$ cat src/rtl/eth_decap_pkg.sv
// Shared header constants and the TLP FIFO word layout for the 10G receive decapsulator.
// Field values mirror the encapsulator so both ends agree on the 48-byte header.
package eth_decap_pkg;

    localparam logic [15:0] ETH_P_IP       = 16'h0800;
    localparam logic [7:0]  IP4_PROTO_UDP  = 8'd17;
    localparam logic [3:0]  IPVERSION      = 4'd4;
    localparam logic [3:0]  IP4_IHL        = 4'd5;
    localparam int          ETH_HLEN       = 14;
    localparam int          IP4_HLEN       = 20;
    localparam int          UDP_HLEN       = 8;
    localparam logic [2:0]  TCAP_VER       = 3'b001;
    localparam int          TCAP_HDR_BEATS = 6;

    typedef struct packed {
        logic [7:0]  keep;
        logic [63:0] data;
        logic        last;
        logic        user;
    } tlp_fifo_word_t;

    typedef enum logic [1:0] {
        RX_HDR,
        RX_DATA,
        RX_DROP
    } rx_state_e;

    // Byte k of a beat, byte 0 being first on the wire.
    function automatic logic [7:0] get_byte(input logic [63:0] d, input int k);
        return d[8*k +: 8];
    endfunction

endpackage

$ cat src/rtl/eth_decap_ipcsum.sv
// Streaming IPv4 header checksum over header beats 1-4; verdict valid combinationally on beat 4.
// Latency: accumulates per accepted beat, result same cycle as beat 4.
// Backpressure: none of its own; advances only on beats the parser accepts.
module eth_decap_ipcsum (
    input  logic        clk156,
    input  logic        sys_rst,
    input  logic        beat_acc,
    input  logic [2:0]  beat_idx,
    input  logic [63:0] tdata,
    output logic        csum_bad
);

    logic [19:0] acc_q;
    logic [19:0] total;
    logic [17:0] beat_sum;
    logic [16:0] fold1;
    logic [15:0] fold2;
    logic [15:0] w0, w1, w2, w3;

    // Big-endian 16-bit words: the even byte is the high half.
    assign w0 = {tdata[7:0],   tdata[15:8]};
    assign w1 = {tdata[23:16], tdata[31:24]};
    assign w2 = {tdata[39:32], tdata[47:40]};
    assign w3 = {tdata[55:48], tdata[63:56]};

    always_comb begin
        beat_sum = '0;
        case (beat_idx)
            3'd1:       beat_sum = {2'b00, w3};
            3'd2, 3'd3: beat_sum = {2'b00, w0} + {2'b00, w1} + {2'b00, w2} + {2'b00, w3};
            3'd4:       beat_sum = {2'b00, w0};
            default:    ;
        endcase
    end

    assign total    = acc_q + {2'b00, beat_sum};
    assign fold1    = {1'b0, total[15:0]} + {13'b0, total[19:16]};
    assign fold2    = fold1[15:0] + {15'b0, fold1[16]};
    assign csum_bad = (beat_idx == 3'd4) && (fold2 != 16'hFFFF);

    always_ff @(posedge clk156) begin
        if (sys_rst) begin
            acc_q <= '0;
        end else if (beat_acc) begin
            acc_q <= (beat_idx == 3'd0) ? '0 : total;
        end
    end

endmodule

$ cat src/rtl/eth_decap.sv
// Strips the 48 B Eth/IPv4/UDP/TCAP header and writes TLP payload beats to the TLP FIFO.
// Latency: zero; payload beats reach wr_en/din in the cycle they are accepted.
// Backpressure: tready follows !full while forwarding payload; header/drop beats always accepted. Optional RX_IPCHECK_EN.
module eth_decap
    import eth_decap_pkg::*;
#(
    parameter logic [31:0] ip_daddr  = {8'd192, 8'd168, 8'd11, 8'd1},
    parameter logic [15:0] udp_dport = 16'h3776,
    parameter logic [2:0]  tcap_ver  = 3'b001,
    parameter int          hdr_beats = TCAP_HDR_BEATS
) (
    input  logic        clk156,
    input  logic        sys_rst,
    input  logic        s_axis_tvalid,
    output logic        s_axis_tready,
    input  logic [63:0] s_axis_tdata,
    input  logic [7:0]  s_axis_tkeep,
    input  logic        s_axis_tlast,
    input  logic        s_axis_tuser,
    output logic        wr_en,
    output logic [73:0] din,
    input  logic        full,
    output logic [39:0] tcap_ts,
    output logic        tcap_dir,
    output logic [31:0] rx_pkts,
    output logic [31:0] rx_drops
);

    rx_state_e      state_q, state_d;
    logic [2:0]     beat_cnt;
    logic           err_q;
    logic           beat_acc;
    logic           hdr_acc;
    logic           hdr_last_beat;
    logic           beat_fail;
    logic           hdr_bad;
    logic           csum_bad;
    tlp_fifo_word_t fifo_word;

    assign s_axis_tready = (state_q == RX_DATA) ? !full : 1'b1;
    assign beat_acc      = s_axis_tvalid && s_axis_tready;
    assign hdr_acc       = beat_acc && (state_q == RX_HDR);
    assign hdr_last_beat = (beat_cnt == 3'(hdr_beats - 1));
    assign hdr_bad       = err_q || beat_fail;
    assign fifo_word     = '{keep: s_axis_tkeep, data: s_axis_tdata,
                             last: s_axis_tlast, user: s_axis_tuser};

`ifdef RX_IPCHECK_EN
    eth_decap_ipcsum u_ipcsum (
        .clk156   (clk156),
        .sys_rst  (sys_rst),
        .beat_acc (hdr_acc),
        .beat_idx (beat_cnt),
        .tdata    (s_axis_tdata),
        .csum_bad (csum_bad)
    );
`else
    assign csum_bad = 1'b0;
`endif

    // Each header field is checked on the beat that carries it.
    always_comb begin
        beat_fail = (s_axis_tkeep != 8'hFF);
        case (beat_cnt)
            3'd1: begin
                if ({get_byte(s_axis_tdata, 4), get_byte(s_axis_tdata, 5)} != ETH_P_IP ||
                    get_byte(s_axis_tdata, 6) != {IPVERSION, IP4_IHL})
                    beat_fail = 1'b1;
            end
            3'd2: begin
                if (get_byte(s_axis_tdata, 7) != IP4_PROTO_UDP)
                    beat_fail = 1'b1;
            end
            3'd3: begin
                if ({get_byte(s_axis_tdata, 6), get_byte(s_axis_tdata, 7)} != ip_daddr[31:16])
                    beat_fail = 1'b1;
            end
            3'd4: begin
                if ({get_byte(s_axis_tdata, 0), get_byte(s_axis_tdata, 1)} != ip_daddr[15:0] ||
                    {get_byte(s_axis_tdata, 4), get_byte(s_axis_tdata, 5)} != udp_dport ||
                    csum_bad)
                    beat_fail = 1'b1;
            end
            3'd5: begin
                if (s_axis_tdata[23:21] != tcap_ver)
                    beat_fail = 1'b1;
            end
            default: ;
        endcase
    end

    always_comb begin
        state_d = state_q;
        wr_en   = 1'b0;
        din     = '0;
        case (state_q)
            RX_HDR: begin
                if (beat_acc && !s_axis_tlast && hdr_last_beat)
                    state_d = hdr_bad ? RX_DROP : RX_DATA;
            end
            RX_DATA: begin
                wr_en = s_axis_tvalid && !full;
                if (wr_en)
                    din = fifo_word;
                if (beat_acc && s_axis_tlast)
                    state_d = RX_HDR;
            end
            RX_DROP: begin
                if (beat_acc && s_axis_tlast)
                    state_d = RX_HDR;
            end
            default: state_d = RX_HDR;
        endcase
    end

    always_ff @(posedge clk156) begin
        if (sys_rst) begin
            state_q  <= RX_HDR;
            beat_cnt <= '0;
            err_q    <= 1'b0;
            tcap_ts  <= '0;
            tcap_dir <= 1'b0;
            rx_pkts  <= '0;
            rx_drops <= '0;
        end else begin
            state_q <= state_d;
            if (hdr_acc) begin
                if (s_axis_tlast || hdr_last_beat) begin
                    beat_cnt <= '0;
                    err_q    <= 1'b0;
                end else begin
                    beat_cnt <= beat_cnt + 3'd1;
                    err_q    <= hdr_bad;
                end
                // Runts end inside the header; a good header publishes its TCAP fields.
                if (s_axis_tlast) begin
                    rx_drops <= rx_drops + 32'd1;
                end else if (hdr_last_beat && !hdr_bad) begin
                    tcap_ts  <= {s_axis_tdata[31:24], s_axis_tdata[39:32], s_axis_tdata[47:40],
                                 s_axis_tdata[55:48], s_axis_tdata[63:56]};
                    tcap_dir <= s_axis_tdata[20];
                end
            end
            if (state_q == RX_DATA && beat_acc && s_axis_tlast)
                rx_pkts <= rx_pkts + 32'd1;
            if (state_q == RX_DROP && beat_acc && s_axis_tlast)
                rx_drops <= rx_drops + 32'd1;
        end
    end

endmodule

$ cat config.mk
export PLATFORM = sky130hd
export DESIGN_NAME = eth_decap
export DESIGN_NICKNAME = d
export VERILOG_FILES = /design/src/rtl/eth_decap_pkg.sv /design/src/rtl/eth_decap_ipcsum.sv /design/src/rtl/eth_decap.sv
export SDC_FILE = /design/constraint.sdc
export NUM_CORES = 1
export LEC_CHECK = 0
export CAP_MARGIN = 20
export CORE_ASPECT_RATIO = 0.6
export CORE_MARGIN = 1
export CORE_UTILIZATION = 42
export CTS_CLUSTER_DIAMETER = 80
export DETAILED_ROUTE_END_ITERATION = 8
export PLACE_DENSITY = 0.89
export SLEW_MARGIN = 20
export SYNTH_ARGS = -nofsm -noshare
export SYNTH_HDL_FRONTEND = slang
export SYNTH_HIERARCHICAL = 1
export SYNTH_SLANG_ARGS = --single-unit
$ cat constraint.sdc
create_clock -name clk156 -period 3.05 [get_ports clk156]
set_input_delay 0.7625 -clock clk156 [delete_from_list [all_inputs] [get_ports clk156]]
set_output_delay 0.7625 -clock clk156 [all_outputs]
set_load 0.02 [all_outputs]
## Word-level counts from Yosys, hierarchy flattened

Cells that the tools add are included.

| storage, ports and cells | value |
|---|---|
| bits in registers | 111 |
| bits of input ports | 78 |
| word-level logic and storage cells | 72 |
| output and inout port bits | 181 |

| operators by class | value |
|---|---|
| bitwise operators | 1 |
| reduce and logical (&&, ||, !) cells | 25 |
| mux-type cells | 19 |
| $add $sub $neg | 3 |
| equal/unequal tests | 17 |

Operators by type and width:

| cell | count |
|---|---|
| 74-bit 2-to-1 mux | 2 |
| 32-bit 2-to-1 mux | 3 |
| 32-bit by 1-bit adder with 32-bit output (second input constant) | 2 |
| 16-bit by 12-bit != test with 1-bit output (second input constant) | 2 |
| 16-bit by 14-bit != test with 1-bit output (second input constant) | 1 |
| 16-bit != test (second input constant) | 1 |
| 1-bit logical AND | 11 |
| 1-bit 2-to-1 mux | 8 |
| 8-bit by 5-bit != test with 1-bit output (second input constant) | 1 |
| 8-bit by 7-bit != test with 1-bit output (second input constant) | 1 |
| 8-bit != test (second input constant) | 1 |
| 3-bit by 2-bit equality test with 1-bit output (second input constant) | 2 |
| 3-bit equality test (second input constant) | 2 |
| 2-bit 2-to-1 mux | 3 |
| 1-bit case mux with 5 select lines | 1 |
| 1-bit logical OR | 4 |
| 2-bit by 1-bit != test with 1-bit output (second input constant) | 2 |
| 2-bit case mux with 2 select lines | 1 |
| 2-bit AND reduction | 2 |
| 2-bit nonzero test | 2 |
| 3-bit by 1-bit adder with 3-bit output (second input constant) | 1 |
| 3-bit by 1-bit equality test with 1-bit output (second input constant) | 1 |
| 1-bit logical NOT | 3 |
| 3-bit 2-to-1 mux | 1 |
| 7 further kinds | 7 |

## Longest topological paths before layout

| depth | value |
|---|---|
| depth after elaboration | 8 |
| depth in mapped cells | 10 |
| gate-level depth less buffers | 8 |

## Worst setup path before layout

No wires, ideal clock.

| timing | value |
|---|---|
| path type | input -> output |
| start point | input full |
| end point | output din[10] |
| slack | 625 ps |
| stages on the path | 4 |
| arrival | 1662 ps |
| required time | 2288 ps |
| path buffers | 2 |
| path through | and3b_1 > clkbuf_1 > clkbuf_1 > and2_1 |

| on the way | value |
|---|---|
| cells in the longest elaborated chain, start to end | 4 |

RTL lines:

| element | line | text |
|---|---|---|
| from (decl) | eth_decap.sv:22 | `input logic full,` |
| 1-bit logical NOT | eth_decap.sv:102 | `wr_en = s_axis_tvalid && !full;` |
| 1-bit logical AND | eth_decap.sv:102 |  |
| 74-bit 2-to-1 mux | eth_decap.sv:103 | `if (wr_en)` |
| 74-bit 2-to-1 mux | eth_decap.sv:96 | `case (state_q)` |
| to (decl) | eth_decap.sv:21 | `output logic [73:0] din,` |

Every way passes these cells.

## Final worst setup path

| timing | value |
|---|---|
| start point | input full |
| end point | output din[59] |

Same word-level chain as after synthesis.

==> metrics.yaml <==
status:
  outcome: "finished with violations"
  violations: "design-rule violations"
logic_synthesis:
  synthFlopType: "dfxtp_1"
  async_flop_share_pct: 0
  yosys.area.top_type: "dfxtp_1"
  yosys-top-cells-area: "dfxtp_1, and2_1, nand3_1"
  yosysWarnings: 6
  ys_types: 50
  seq_area_frac_synth_pct: 39.24
  synth_area_per_cell_um2: 8.160
  syn_area_um2: 5663
  syn_inst: 694
  synth.ff_latch_count: 111
  synth_top_area_share_pct: 39.24
  syn_nets: 782
  synth_edf_count: 0
timing:
  fmax_mhz: 336.7
  rsz0062_at_grt: "false"
  setup_tns_ps: 0
  relSlewSlack_pct: 53.35
  slew_violations: 0
  setup_ws_ps: 79.67
  period_minus_slack_ps: 2970
  final.period_utilization_pct: 97.39
  finalHoldViolCount: 0
  fin_hold_ws_ps: 466.8
  tightest_slew_ps: 699.7
  setup-violations-final: 0
  finClkSkew_ps: 13.04
placement:
  place.gp.congestion: 0.8770
  place_ws_ps: -187.0
  dpl.hpwl_um: 13860
  io_buffers: 258
  place_inst: 1114
grt:
  grt_pass1_vias: 5408
  overflow: 0
  grt_max_degree: 66
  grt_usage_pct: 25.43
  grt_pass1_wl_um: 28550
  antenna_found_initial: 0
clock_network:
  cts-resized-gates: 75
  clockBufferDepth: 2
  cts_tree: "yes"
  cts_root_buffer: "clkbuf_16"
  htreeDepth: 3
  post_cts_buffers: 0
  insertion_delay_ps: 350
  cts_buffers: 9
  clock_sink_count: 111
  cts-hold-fix-buffers: 0
  clk_pin_slew_ps: 80
drt:
  wl_um: 17860
  avgViaCountPerCell: 5.263
  via_count: 5947
  firstDrtPassIters: 6
  ant_nets: 0
  drc: 31
  drt_iter0_drc: 362
  wl_per_cell_um: 15.80
job:
  maxCapViolCount: 0
layout:
  num_antenna_cells: 0
  drive_gt1_share_pct: 6.667
  fill_cells: 1068
  final_cells: 1130
  final_nets: 1043
  areaGrowthSynthToFinish_pct: 55.10
die:
  die_x_um: 151.9
  coreArea_um2: 13010
  ios: 259
  initial_core_util_pct: 43.52
  num_rows: 32
  die_h_um: 91.95
  die_area_um2: 13970
setup_path:
  path_cells: "clkdlybuf4s50_1 -> and3b_2 -> buf_12 -> and2_1 -> dlygate4sd2_1"
  cp.required_ps: 2290
  critPathKind: "in2out"
  crit_arrival_ps: 2210
  cpPeakStageDelay_ps: 430
  critPathLaunchType: "input pin"
  critPathCaptureType: "primary output"
  cp_max_fo: 49
  cp_slowest_cell: "clkdlybuf4s50_1"
min_path:
  hold_class: "reg2reg"
power:
  powerDensity_nw_per_um2: 323.9
  power.total_w: 0.002845
  ir_worst_vdd_uv: 274.2
  p_leak_nw: 3.440
[layout make-up]
type	count	area [µm²]	area share [%]
Clock buffer	10	239.0	2.721
Clock inverter	6	62.56	0.7123
Inverter	17	63.81	0.7265
Multi-Input combinational cell	525	3174	36.14
Sequential cell	111	2222	25.30
Tap cell	170	212.7	2.422
Timing Repair Buffer	291	2809	31.98
[final timing paths]
kind,from,endpoint,slack [ps],cells past startpoint
max reg2reg,beat_cnt[0]$_SDFFE_PP0P_,tcap_ts[13]$_SDFFE_PP0P_,510,9
min reg2reg,tcap_ts[31]$_SDFFE_PP0P_,tcap_ts[31]$_SDFFE_PP0P_,470,2
max,full,din[59],80,5
min,tcap_ts[31]$_SDFFE_PP0P_,tcap_ts[31]$_SDFFE_PP0P_,470,2
[Yosys cell counts (4+ instances only)]
library cell,count
dfxtp_1,111
and2_1,77
nand2_1,33
xor2_1,20
nand3_1,65
nor4_1,7
ha_1,10
and4_1,6
nor4bb_1,6
o21ai_1,11
buf_2,6
and3_1,6
a21oi_1,63
clkbuf_1,28
nor4b_1,4
buf_6,5
nor2_1,63
nor3_1,18
nand4_1,13
o21ai_0,47
or3_1,14
inv_1,17
xnor2_1,28
[state kept, by name, summed over array words and instances, names as in the netlist]
register	count
state_q	2
tcap_dir	1
tcap_ts	40
beat_cnt	3
rx_drops	32
err_q	1
rx_pkts	32
[cell families (layout without fill, tap and decap cells)]
kind of cell	count (synthesis)	count (layout)	share of synthesized area [%]
xor gates and xnor gates	48	48	7.424
AOI/OAI and AO/OA	131	131	12.62
DFF	111	111	39.24
buffers and inverters	58	324	4.728
muxes	1	1	0.1768
and+or+nand+nor	335	335	33.61
adders and majority gates	10	10	2.209
[critical path: cells and delay by family]
family / cells / cell delay [ps]
buf+inv: 3 / 960
simple gates: 2 / 470
[cells in the final DEF (no fill, tap or decap), drive strengths merged, types with 2 or more instances in the layout]
cell           netlist  layout
xnor2               28      28
nor4b                5       5
and3                 6       6
nand2               33      33
nand4               15      15
nand3               66      66
nor4                 9       9
clkinv               0       3
nor2                63      63
clkbuf              29      10
buf                 12      34
dfxtp              111     111
nand2b               3       3
nor3                18      18
clkdlybuf4s50        0     182
o31ai                2       2
nand3b               2       2
inv                 17      20
o21ai               58      58
or3                 14      14
dlygate4sd2          0      75
o41ai                2       2
nor4bb               6       6
and4                 7       7
and4b                2       2
a21oi               63      63
ha                  10      10
and2                79      79
nor2b                3       3
xor2                20      20
[report_power, final]
group / switching (W) / internal (W) / total (W) / leakage, nW
combinational: 0.0000947 / 0.000124 / 0.000219 / 2.40
clock: 0.000571 / 0.000599 / 0.00117 / 0.148
sequential: 0.00000430 / 0.00145 / 0.00146 / 0.894
total: 0.000670 / 0.00217 / 0.00285 / 3.44
[metal layers]
metal | global-route usage (%) | up-vias | share of wire (%)
li1 | - | 2932 | -
met1 | 35.65 | 2754 | 47
met2 | 38.73 | 246 | 43
met3 | 7.231 | 15 | 8.5
met4 | 5.102 | 0 | 0.89
met5 | 0 | - | 0
[metrics by stage]
step | util, % | cell area, µm²
3_5_place_dp | 65.90 | 8576
5_1_grt | 67.50 | 8783
6_report | 67.50 | 8783
2_1_floorplan | - | 5663
4_1_cts | 67.50 | 8783
3_3_place_gp | 65.90 | 8576
No activity file was read; power rests on OpenSTA's default activity.
